--- config.mk ---
export PLATFORM = sky130hd
export DESIGN_NAME = display_scan_counter
export DESIGN_NICKNAME = d
export VERILOG_FILES = /design/src/rtl/display_scan_counter_pkg.sv /design/src/rtl/display_scan_counter_bcd_digit_counter.sv /design/src/rtl/display_scan_counter.sv
export SDC_FILE = /design/constraint.sdc
export NUM_CORES = 1
export LEC_CHECK = 0
export CAP_MARGIN = 40
export CORE_ASPECT_RATIO = 1.1
export CORE_UTILIZATION = 35
export CTS_CLUSTER_DIAMETER = 120
export CTS_CLUSTER_SIZE = 16
export DETAILED_ROUTE_END_ITERATION = 7
export SKIP_LAST_GASP = 1
export SYNTH_ARGS = -nofsm -noshare
export SYNTH_HDL_FRONTEND = slang
export SYNTH_SLANG_ARGS = --single-unit
--- constraint.sdc ---
create_clock -name CLK -period 4.7 [get_ports CLK]
set_clock_uncertainty 0.05 [all_clocks]
set_input_delay 0.705 -clock CLK [delete_from_list [all_inputs] [get_ports CLK]]
set_output_delay 0.705 -clock CLK [all_outputs]
set_load 0.01 [all_outputs]
--- src/rtl/display_scan_counter_pkg.sv ---
`default_nettype none
// ============================================================================
//  Module      : display_scan_counter_pkg
//  Description : Shared constants, types and helpers for the four-digit
//                multiplexed BCD display counter.
//                Contents:
//                  NUM_DIGITS  - number of decades / display digits
//                  BCD_MAX     - largest legal decimal digit value
//                  digit_idx_t - scan index type (selects one digit)
//                  AN_RESET    - anode pattern selecting digit 0
//                  an_select() - active-low one-hot anode pattern for an index
//  Revision    : 1.0 - initial release
// ============================================================================
package display_scan_counter_pkg;

  localparam int         NUM_DIGITS = 4;
  localparam logic [3:0] BCD_MAX    = 4'd9;
  localparam logic [3:0] AN_RESET   = 4'b1110;
  localparam logic [3:0] AN_BLANK   = 4'b1111;

  typedef logic [1:0] digit_idx_t;

  // Active-low one-hot enable: a single 0 at the selected digit position.
  function automatic logic [3:0] an_select(input digit_idx_t idx);
    return ~(4'b0001 << idx);
  endfunction

endpackage
`default_nettype wire

--- src/rtl/display_scan_counter_bcd_digit_counter.sv ---
`default_nettype none
// ============================================================================
//  Module      : bcd_digit_counter
//  Description : One decimal decade (0..9) with ripple carry.
//                Ports:
//                  clk   - system clock, rising edge
//                  rst   - synchronous active-high reset, forces 0
//                  clr   - synchronous clear, forces 0 (below rst)
//                  cin   - carry in; advances the decade by one
//                  digit - current BCD value, never above 9
//                  cout  - carry out; high when cin is high and digit is 9
//  Revision    : 1.0 - initial release
// ============================================================================
module bcd_digit_counter
  import display_scan_counter_pkg::*;
(
  input  logic       clk,
  input  logic       rst,
  input  logic       clr,
  input  logic       cin,
  output logic [3:0] digit,
  output logic       cout
);

  // Carry is combinational so a full chain of nines rolls over on one edge.
  assign cout = cin && (digit == BCD_MAX);

  always_ff @(posedge clk) begin
    if (rst) begin
      digit <= 4'd0;
    end else if (clr) begin
      digit <= 4'd0;
    end else if (cin) begin
      digit <= (digit == BCD_MAX) ? 4'd0 : digit + 4'd1;
    end
  end

endmodule
`default_nettype wire

--- src/rtl/display_scan_counter.sv ---
`default_nettype none
// ============================================================================
//  Module      : display_scan_counter
//  Description : Four-digit BCD event counter driving a multiplexed
//                7-segment display (BCD code to an external decoder).
//                Ports:
//                  CLK  - system clock, rising edge
//                  RST  - synchronous active-high reset
//                  INC  - count enable, +1 per edge
//                  CLR  - synchronous clear of the count
//                  LZB  - leading-zero blanking enable
//                  A..D - BCD code of the displayed digit, A = MSB
//                  AN   - active-low one-hot digit enables, AN[0] = digit 0
//                  OVF  - one-cycle pulse after the 9999 -> 0000 wrap
//                Parameter:
//                  REFRESH_DIV - clock cycles per digit slot (2..65535)
//  Revision    : 1.0 - initial release
// ============================================================================
module display_scan_counter
  import display_scan_counter_pkg::*;
#(
  parameter int REFRESH_DIV = 50000
)
(
  input  logic       CLK,
  input  logic       RST,
  input  logic       INC,
  input  logic       CLR,
  input  logic       LZB,
  output logic       A,
  output logic       B,
  output logic       C,
  output logic       D,
  output logic [3:0] AN,
  output logic       OVF
);

  localparam int                   PRESC_W    = (REFRESH_DIV > 1) ? $clog2(REFRESH_DIV) : 1;
  localparam logic [PRESC_W-1:0]   PRESC_LAST = PRESC_W'(REFRESH_DIV - 1);

  // --------------------------------------------------------------------------
  // Decade chain. carry[0] is the count enable; carry[NUM_DIGITS] is the wrap.
  // --------------------------------------------------------------------------
  logic [NUM_DIGITS-1:0][3:0] digits;
  logic [NUM_DIGITS:0]        carry;

  assign carry[0] = INC;

  generate
    for (genvar k = 0; k < NUM_DIGITS; k++) begin : g_decade
      bcd_digit_counter u_decade (
        .clk   (CLK),
        .rst   (RST),
        .clr   (CLR),
        .cin   (carry[k]),
        .digit (digits[k]),
        .cout  (carry[k+1])
      );
    end
  endgenerate

  // Wrap pulse: clear wins over a simultaneous increment at 9999.
  always_ff @(posedge CLK) begin
    if (RST) begin
      OVF <= 1'b0;
    end else begin
      OVF <= carry[NUM_DIGITS] && !CLR;
    end
  end

  // --------------------------------------------------------------------------
  // Scan timing: prescaler terminal value is the tick that moves the index.
  // --------------------------------------------------------------------------
  logic [PRESC_W-1:0] presc;
  digit_idx_t         idx;
  logic               scan_tick;

  assign scan_tick = (presc == PRESC_LAST);

  always_ff @(posedge CLK) begin
    if (RST) begin
      presc <= '0;
      idx   <= '0;
    end else if (scan_tick) begin
      presc <= '0;
      idx   <= idx + 2'd1;
    end else begin
      presc <= presc + 1'b1;
    end
  end

  // --------------------------------------------------------------------------
  // Leading-zero detection: lead_zero[k] is set when digit k and every digit
  // above it are zero. Digit 0 is excluded from blanking by the index test.
  // --------------------------------------------------------------------------
  logic [NUM_DIGITS-1:0] lead_zero;

  always_comb begin
    logic run;
    run       = 1'b1;
    lead_zero = '0;
    for (int k = NUM_DIGITS - 1; k >= 0; k--) begin
      run          = run && (digits[k] == 4'd0);
      lead_zero[k] = run;
    end
  end

  logic       blank;
  logic [3:0] sel_digit;

  assign blank     = LZB && (idx != 2'd0) && lead_zero[idx];
  assign sel_digit = digits[idx];

  // --------------------------------------------------------------------------
  // Registered display outputs. Enables and code share one register stage so
  // they switch on the same edge, one cycle after the index moves. The live
  // count and LZB are sampled every cycle, so mid-slot changes show at once.
  // --------------------------------------------------------------------------
  logic [3:0] code;

  always_ff @(posedge CLK) begin
    if (RST) begin
      AN   <= AN_RESET;
      code <= 4'd0;
    end else if (blank) begin
      AN   <= AN_BLANK;
      code <= 4'd0;
    end else begin
      AN   <= an_select(idx);
      code <= sel_digit;
    end
  end

  assign {A, B, C, D} = code;

endmodule
`default_nettype wire

# Yosys cells after proc, flatten, opt, wreduce, memory -nomap -nowiden
# Cells that the tools add are included.
op_classes:
  add_sub_neg: 6
  multipliers: 0
  n_div: 0
  magnitude_cmp: 1
  n_eq_ne: 5
  shifts: 1
  muxes: 9
  n_bitwise: 1
  n_reduce_logical: 19
ops:
  columns: ["cell", "n"]
  rows:
  - ["2-to-1 mux 4 bit", 5]
  - ["adder 16 x 1 -> 16 bit, second input constant", 1]
  - ["adder 4 x 1 -> 4 bit, second input constant", 4]
  - ["equality test 16 bit, second input constant", 1]
  - ["equality test 4 bit, second input constant", 4]
  - ["logical NOT 4 bit", 4]
  - ["logical AND 1 bit", 10]
  - ["binary-select mux 4 bit (select 2 bit)", 1]
  - ["OR reduction 2 bit", 3]
  - ["inverter 4 bit", 1]
  - ["<< shifter 1 x 2 -> 4 bit, first input constant", 1]
  - ["less-than comparator 2 x 3 -> 1 bit, second input constant", 1]
  - ["adder 2 x 1 -> 2 bit, second input constant", 1]
  - ["binary-select mux 1 bit (select 2 bit)", 1]
  - ["2-to-1 mux 1 bit", 2]
  - ["nonzero test 2 bit", 1]
  - ["logical NOT 1 bit", 1]
totals:
  regBits: 43
  latchBits: 0
  ramBits: 0
  rom_bits: 0
  in_bits: 5
  output_inout_bits: 9
  wordCells: 52
  mem_count: 0

# Logic depth before layout (Yosys ltp)
# Gate-level depths: netlist (run 1).
logic_depth:
  ltp_word: 8
  depth_mapped: 7
  depth_no_buf: 6

# Modules after synthesis
# Synthesis (run 1) repeated with hierarchy kept, for this count alone.
unflattened:
  cells_unflattened: 205
  area_unflattened_um2: 2010.7
modules_own_cells:
  columns: ["mod", "n_inst", "cells_per_inst", "area_per_inst_um2", "seq_area_each_um2"]
  rows:
  - ["display_scan_counter", 1, 125, 1255.0, 540.5]
  - ["bcd_digit_counter", 4, 20, 188.9, 80.1]

# Least setup slack after synthesis (run 1)
# Ideal clock, no wire load.
synth_timing:
  kind: "input-to-reg"
  startpoint: "in CLR"
  endpoint: "reg g_decade[3].u_decade.digit[0]"
  setup_ns: 0.059
  arrival_time_ns: 1.668
  required_time_ns: 4.591
  path_slack_ns: 2.922
  path_stages: 4
  path_buffers: 1
  path_cell_list: "or2_2 clkbuf_1 or4_1 nand2_1"
synth_via:
  elab_chain_cells: 1
synth_lines:
  columns: ["item", "line_no", "text"]
  rows:
  - ["from (decl)", "display_scan_counter.sv:28", "input logic CLR,"]
  - ["OR reduction 2 bit (no source line)", null, null]
  - ["to (signal assigned)", "display_scan_counter_bcd_digit_counter.sv:34", "digit <= (digit == BCD_MAX) ? 4'd0 : digit + 4'd1;"]
  - ["to (decl)", "display_scan_counter_bcd_digit_counter.sv:21", "output logic [3:0] digit,"]
# No other way between the ends.
# A chain may end at the register's enable or synchronous reset.

# Final worst setup path (run 1)
layout_timing:
  startpoint: "in RST"
  endpoint: "reg g_decade[3].u_decade.digit[0]"
layout_via:
  elab_chain_cells: 1
layout_lines:
  columns: ["item", "line_no", "text"]
  rows:
  - ["from (decl)", "display_scan_counter.sv:26", "input logic RST,"]
  - ["OR reduction 2 bit (no source line)", null, null]
# No other way between the ends.

==> out/metrics.csv, run 1 <==
stage;metric;value;unit
global_route;total gr overflow;0;
setup_path;CP Capture Type;register;
run;MaxCap Viol Count;0;
floorplan;Die ar.;6340;sq um
setup_path;startpoint class of the critical path;primary input;
layout;share of cells above drive strength 1;0.0798;
clock_network;post-cts resize count;0;
power;Max IR drop VDD;0.161;mV
setup_path;crit-path max FO;15;
setup_path;critical path depth in cells;4;
setup_path;r2r worst-path depth;5;
yosys;syn nets;240;
power;Reg power frac;0.547;
routing;Routed wire per std cell;12.3;um
yosys;ys flop type;dfxtp_1;
layout;commonest non-fill, non-tap cell in the layout;dfxtp_1;
floorplan;IO Count;14;
global_route;pin count of the biggest net entering global routing;16;
timing;worst-margin pin slew;0.554;ns
timing;Hold Worst Slack;0.421;ns
yosys;Post-Synthesis Cells;229;
timing;Final Hold Vio Count;0;
clock_network;hold_buf cts;0;
global_route;all-layer global routing usage;0.137;
power;Clock power frac;0.423;
clock_network;TritonCTS clock tree;built;
clock_network;Max clock buf depth;2;
routing;final WL;3880;um
placed_design;routability cong.;0.732;
layout;Layout Nets;248;
clock_network;CTS H-tree depth;2;
floorplan;die height;83.4;um
yosys;Synth Cell Area;2110;sq um
routing;via count;1569;
clock_network;# clock sinks;43;
placed_design;Buffers on Ports;13;
power;Power Total;0.000677;W
timing;f_max;0.439;GHz
global_route;initial antenna violation count;0;
layout;Finished Layout Cells;315;
floorplan;Horiz. Die Dim;76;um
routing;DRC Markers;0;
yosys;Post-synth EDFFs;0;
yosys;synthesis-stage register bit count;43;
routing;Initial DRC Count;75;
hold_path;Hold Path Class;reg2reg;
yosys;ys async rst share;0;
global_route;global routing usage on met1;0.172;
power;switching pwr;0.000143;W
yosys;top cells by area, synth;dfxtp_1 41%, xnor2_1 6.6%, nor2_1 5.9%;
power;Pleak;0.801;nW
setup_path;Worst path max stage delay;0.63;ns
global_route;global routing's busiest layer;met2;
placed_design;placed cell count;307;
layout;area delta synth->final;12.5;%
yosys;share of the synthesized area in the top cell type;0.408;
clock_network;CTS buffer count;5;
layout;number of diodes;0;
clock_network;worst skew pair latency;0.30;ns
layout;fillcell total;588;
setup_path;slowest cell on the critical path;clkdlybuf4s50_1;
global_route;grt met3 use;0.0341;
yosys;Yosys cell types;44;
timing;post-route worst setup slack;2.42;ns
timing;Final Critical Period;2.28;ns
routing;drt pass-1 iters;4;
layout;commonest non-fill, non-tap cells in the layout;43 x dfxtp_1, 33 x nor2_1, 16 x xnor2_1, 15 x nand2_1, 13 x clkdlybuf4s50_1;
floorplan;initial core utilization;0.363;
timing;setup TNS;0;ns
outcome;status;finished clean;
setup_path;CP Cell Sequence;clkdlybuf4s50_1 > or2_2 > or4_1 > nand2_1;
timing;Slew Limit Headroom;0.630;
routing;Vias/cell;4.98;
placed_design;Final HPWL DP;2660;um
placed_design;worst slack, placed;2.12;ns
yosys;Synth area leader;dfxtp_1;
setup_path;Critical Path RT;4.89;ns
power;Comb pwr share;0.030;
timing;number of setup violations in the final report;0;
hold_path;worst hold path depth;1;
timing;RSZ-0062 raised after global routing;no;
timing;final period utilization;0.485;
power;Switching Fraction;0.211;
yosys;yosys warns;0;
setup_path;crit-path leading delay family;simple AND/OR/NAND/NOR gates;
setup_path;Setup CP Type;in2reg;
setup_path;Worst EP arrival;2.47;ns
floorplan;site row count;29;
global_route;vias in the first global route;1543;
routing;antenna-violating nets left;0;
power;pwr dens;285;nW/um^2
yosys;Syn Area/Cell;9.21;sq um
global_route;met2 Use GR;0.227;
floorplan;core box area;5810;sq um
clock_network;clk slew on worst S/H paths;0.09;ns
clock_network;Setup Buffers After CTS;0;
yosys;sequential fraction of the synthesis area;0.408;
global_route;first-pass GRT wire length;7070;um
setup_path;Buffers & Inverters on Critical Path;1;
timing;Max Slew Vio Count;0;
clock_network;CTS root buf;clkbuf_8;
power;Pint;0.000534;W
## routing by layer
| layer | up-vias | wire, um |
|---|---|---|
| li1 | 813 | - |
| met5 | - | 0 |
| met3 | 4 | 101 |
| met2 | 21 | 1790 |
| met1 | 731 | 1920 |
| met4 | 0 | 60 |
## path summary, 6_finish.rpt
path                            startpoint                             to  slack, ns
worst max-delay path                   RST  g_decade[3].u_decade.digit[0]       2.42
worst min-delay path              presc[0]                       presc[0]       0.42
worst max register to register    presc[0]                      presc[11]       2.69
worst min register to register    presc[0]                       presc[0]       0.42
## flip-flops by register name (all words and copies together) (netlist names)
| register | cells |
|---|---|
| AN | 4 |
| idx | 2 |
| g_decade.u_decade.digit | 16 |
| OVF | 1 |
| code | 4 |
| presc | 16 |
## cells in the mapped netlist (2+ instances only)
master    instances
nor4b_1           2
mux4_2            3
ha_1              6
inv_1             9
a21oi_1           8
nor3_1            5
xnor2_1          16
nor2_1           33
nand3b_1          4
nand3_1          11
nor4bb_1          2
clkbuf_1          5
xor2_1            4
o21ai_0           5
nand4_1           4
or3_1             3
nor3b_1           3
nor2b_1           8
buf_2             3
nor4_1            8
nand2_1          15
buf_6             3
a31oi_1           3
mux2i_1           4
dfxtp_1          43
## final cells by class
type,count,area [sq um],area share
Tap cell,77,96.3,0.0406
Inverter,9,33.8,0.0142
Clock buffer,5,68.8,0.0290
Timing Repair Buffer,13,130,0.0549
Sequential cell,43,861,0.363
Multi-Input combinational cell,165,1140,0.480
Clock inverter,3,43.8,0.0185
## stage by stage
| step | cell area (sq um) | util |
|---|---|---|
| 6_report | 2370 | 0.409 |
| 5_1_grt | 2370 | 0.409 |
| 4_1_cts | 2370 | 0.409 |
| 3_5_place_dp | 2260 | 0.389 |
| 3_3_place_gp | 2260 | 0.389 |
| 2_1_floorplan | 2110 | - |
## kinds of logic after synthesis
kind of cell             after synthesis  share of synthesized area
buffers and inverters                 21                     0.0516
multiplexers                           8                     0.0635
XOR/XNOR                              20                     0.0831
adder cells (fa/ha/maj)                6                     0.0356
AND/OR/NAND/NOR                      112                      0.306
flip-flops                            43                      0.408
AO/OA/AOI/OAI                         19                     0.0516
## power groups by stage
stage / combinational, W / sequential [W] / clock, W
after floorplan: 0.0000135 / 0.000378 / 0
after global placement: 0.0000201 / 0.000379 / 0
after detailed placement: 0.0000203 / 0.000379 / 0
after CTS: 0.0000204 / 0.000370 / 0.000295
after global routing: 0.0000224 / 0.000371 / 0.000312
final: 0.0000201 / 0.000370 / 0.000286
Power figures use the tool's default switching activity.
==> run 2: changes to the inputs <==
==> constraint.sdc (replaced) <==
create_clock -name CLK -period 2.2 [get_ports CLK]
set_clock_uncertainty 0.05 [all_clocks]
set_input_delay 0.33 -clock CLK [delete_from_list [all_inputs] [get_ports CLK]]
set_output_delay 0.33 -clock CLK [all_outputs]
set_load 0.01 [all_outputs]
==> out/metrics.csv, run 2 (same netlist as run 1, synthesis figures left out) <==
stage;metric;value;unit;change
layout;commonest non-fill, non-tap cell in the layout;dfxtp_1;;
outcome;status;finished clean;;
timing;setup TNS;0;ns;unchanged
routing;Routed wire per std cell;12.4;um;+0.53%
setup_path;Setup CP Type;reg2reg;;
setup_path;crit-path max FO;9;;-6
clock_network;Setup Buffers After CTS;0;;unchanged
clock_network;CTS H-tree depth;2;;unchanged
global_route;all-layer global routing usage;0.137;;about the same
floorplan;Die ar.;6340;sq um;unchanged
power;switching pwr;0.000305;W;+110%
routing;Vias/cell;5.07;;+1.8%
run;MaxCap Viol Count;0;;unchanged
layout;Layout Nets;254;;+2.4%
routing;antenna-violating nets left;0;;unchanged
floorplan;site row count;29;;unchanged
global_route;total gr overflow;0;;unchanged
setup_path;r2r setup slk;0.46;ns;-2.23 ns
floorplan;initial core utilization;0.363;;unchanged
setup_path;Critical Path RT;2.39;ns;-2.50 ns
floorplan;IO Count;14;;unchanged
timing;Max Slew Vio Count;0;;unchanged
power;Pint;0.00126;W;+140%
global_route;vias in the first global route;1540;;-0.19%
setup_path;CP Capture Type;register;;
layout;commonest non-fill, non-tap cells in the layout;43 x dfxtp_1, 33 x nor2_1, 16 x xnor2_1, 15 x nand2_1, 13 x clkdlybuf4s50_1;;
hold_path;Hold Startpoint;presc[0];;
setup_path;Worst EP arrival;1.92;ns;-0.55 ns
layout;share of cells above drive strength 1;0.102;;+0.0226
clock_network;TritonCTS clock tree;built;;
setup_path;startpoint class of the critical path;register;;
routing;DRC Markers;0;;unchanged
global_route;pin count of the biggest net entering global routing;16;;unchanged
layout;largest registers;g_decade.u_decade.digit (16), presc (16);;
clock_network;# clock sinks;43;;unchanged
clock_network;CTS root buf;clkbuf_8;;
timing;f_max;0.576;GHz;
timing;final period utilization;0.789;;
layout;area delta synth->final;15.8;%;
clock_network;Max clock buf depth;2;;unchanged
power;Max IR drop VDD;0.233;mV;+44%
placed_design;DP Area;2300;sq um;+2.0%
power;Switching Fraction;0.195;;-0.0160
hold_path;worst hold path depth;1;;unchanged
power;Clock power frac;0.464;;+0.041
timing;Final Critical Period;1.74;ns;
floorplan;core box area;5810;sq um;unchanged
timing;Slew Limit Headroom;0.726;;+0.0951
hold_path;WHS Endpoint;presc[0];;
placed_design;Final HPWL DP;2790;um;+4.5%
timing;Final Hold Vio Count;0;;unchanged
routing;drt pass-1 iters;4;;unchanged
floorplan;Horiz. Die Dim;76;um;unchanged
placed_design;Buffers on Ports;13;;unchanged
global_route;initial antenna violation count;0;;unchanged
setup_path;worst reg2reg startpoint;g_decade[0].u_decade.digit[1];;
power;Comb pwr share;0.030;;about the same
global_route;first-pass GRT wire length;7010;um;-0.88%
clock_network;clk slew on worst S/H paths;0.09;ns;about the same
layout;number of diodes;0;;unchanged
routing;final WL;3970;um;+2.4%
timing;number of setup violations in the final report;0;;unchanged
clock_network;hold_buf cts;0;;unchanged
routing;via count;1628;;+3.8%
layout;Final Cell Area;2440;sq um;+2.9%
routing;Initial DRC Count;60;;-20%
floorplan;die height;83.4;um;unchanged
setup_path;Critical Path Start;g_decade[0].u_decade.digit[1];;
power;Pleak;0.837;nW;+4.4%
setup_path;r2r worst-path depth;4;;-1
clock_network;CTS buffer count;5;;unchanged
hold_path;Hold Path Class;reg2reg;;
timing;worst-margin pin slew;0.410;ns;-0.144 ns
placed_design;routability cong.;0.748;;+2.1%
timing;RSZ-0062 raised after global routing;no;;
power;Reg power frac;0.506;;-0.041
setup_path;reg2reg end;g_decade[3].u_decade.digit[0];;
clock_network;worst skew pair latency;0.30;ns;about the same
power;pwr dens;641;nW/um^2;+120%
clock_network;post-cts resize count;0;;unchanged
run 2: cell count changes in the layout (fill, tap and decap cells not counted):
cell,delta
bufinv_16,+1
clkinv_4,-1
clkinvlp_4,+1
clkinv_2,-1
buf_4,+6
run 2: critical path: stages, from the launching register on:
cell and delay, ns:
dfxtp_1 0.40, and4bb_1 0.51, nand3_2 0.17, or4_1 0.48
nand2_1 0.07
run 2: routing by layer:
metal  vias up  track usage  wire length (um)
li1        818            -                 -
met1       775        0.176              2050
met2        29        0.225              1750
met3         6       0.0363               130
met4         0       0.0385                42
met5         -            0                 0
run 2: cell type report:
type	count	area, sq um
clock buffers	5	68.8
clock inverters	3	67.6
fillers	592	3360
inverters	9	33.8
multi-input cells	165	1140
flip-flops and latches	43	861
well taps	77	96.3
repair buffers	19	175
run 2: how the worst max path moves through the flow:
stage / to / cells after the start
2_1_floorplan: AN[1] / 7
3_3_place_gp: g_decade[3].u_decade.digit[1] / 5
3_5_place_dp: g_decade[3].u_decade.digit[1] / 5
4_1_cts: g_decade[3].u_decade.digit[0] / 4
5_1_grt: g_decade[3].u_decade.digit[0] / 4
6_report: g_decade[3].u_decade.digit[0] / 4
run 2: power by group through the flow:
stage / clock (W) / sequential, W / combinational, W
2_1_floorplan: 0 / 0.000808 / 0.0000288
3_3_place_gp: 0 / 0.000809 / 0.0000475
3_5_place_dp: 0 / 0.000810 / 0.0000478
4_1_cts: 0.000752 / 0.000791 / 0.0000481
5_1_grt: 0.000783 / 0.000792 / 0.0000531
6_report: 0.000726 / 0.000791 / 0.0000475
run 2: through the flow:
step | util | setup slack [ns] | total power [W] | std cells | hold WS, ns
global route | 0.420 | 0.344 | 0.00163 | 321 | 0.468
detailed placement | 0.397 | 0.210 | 0.000857 | 313 | 0.400
floorplan | - | 0.514 | 0.000837 | 229 | 0.352
CTS | 0.420 | 0.466 | 0.00159 | 321 | 0.423
finish | 0.420 | 0.464 | 0.00156 | 321 | 0.420
global placement | 0.397 | 0.246 | 0.000857 | 313 | 0.392
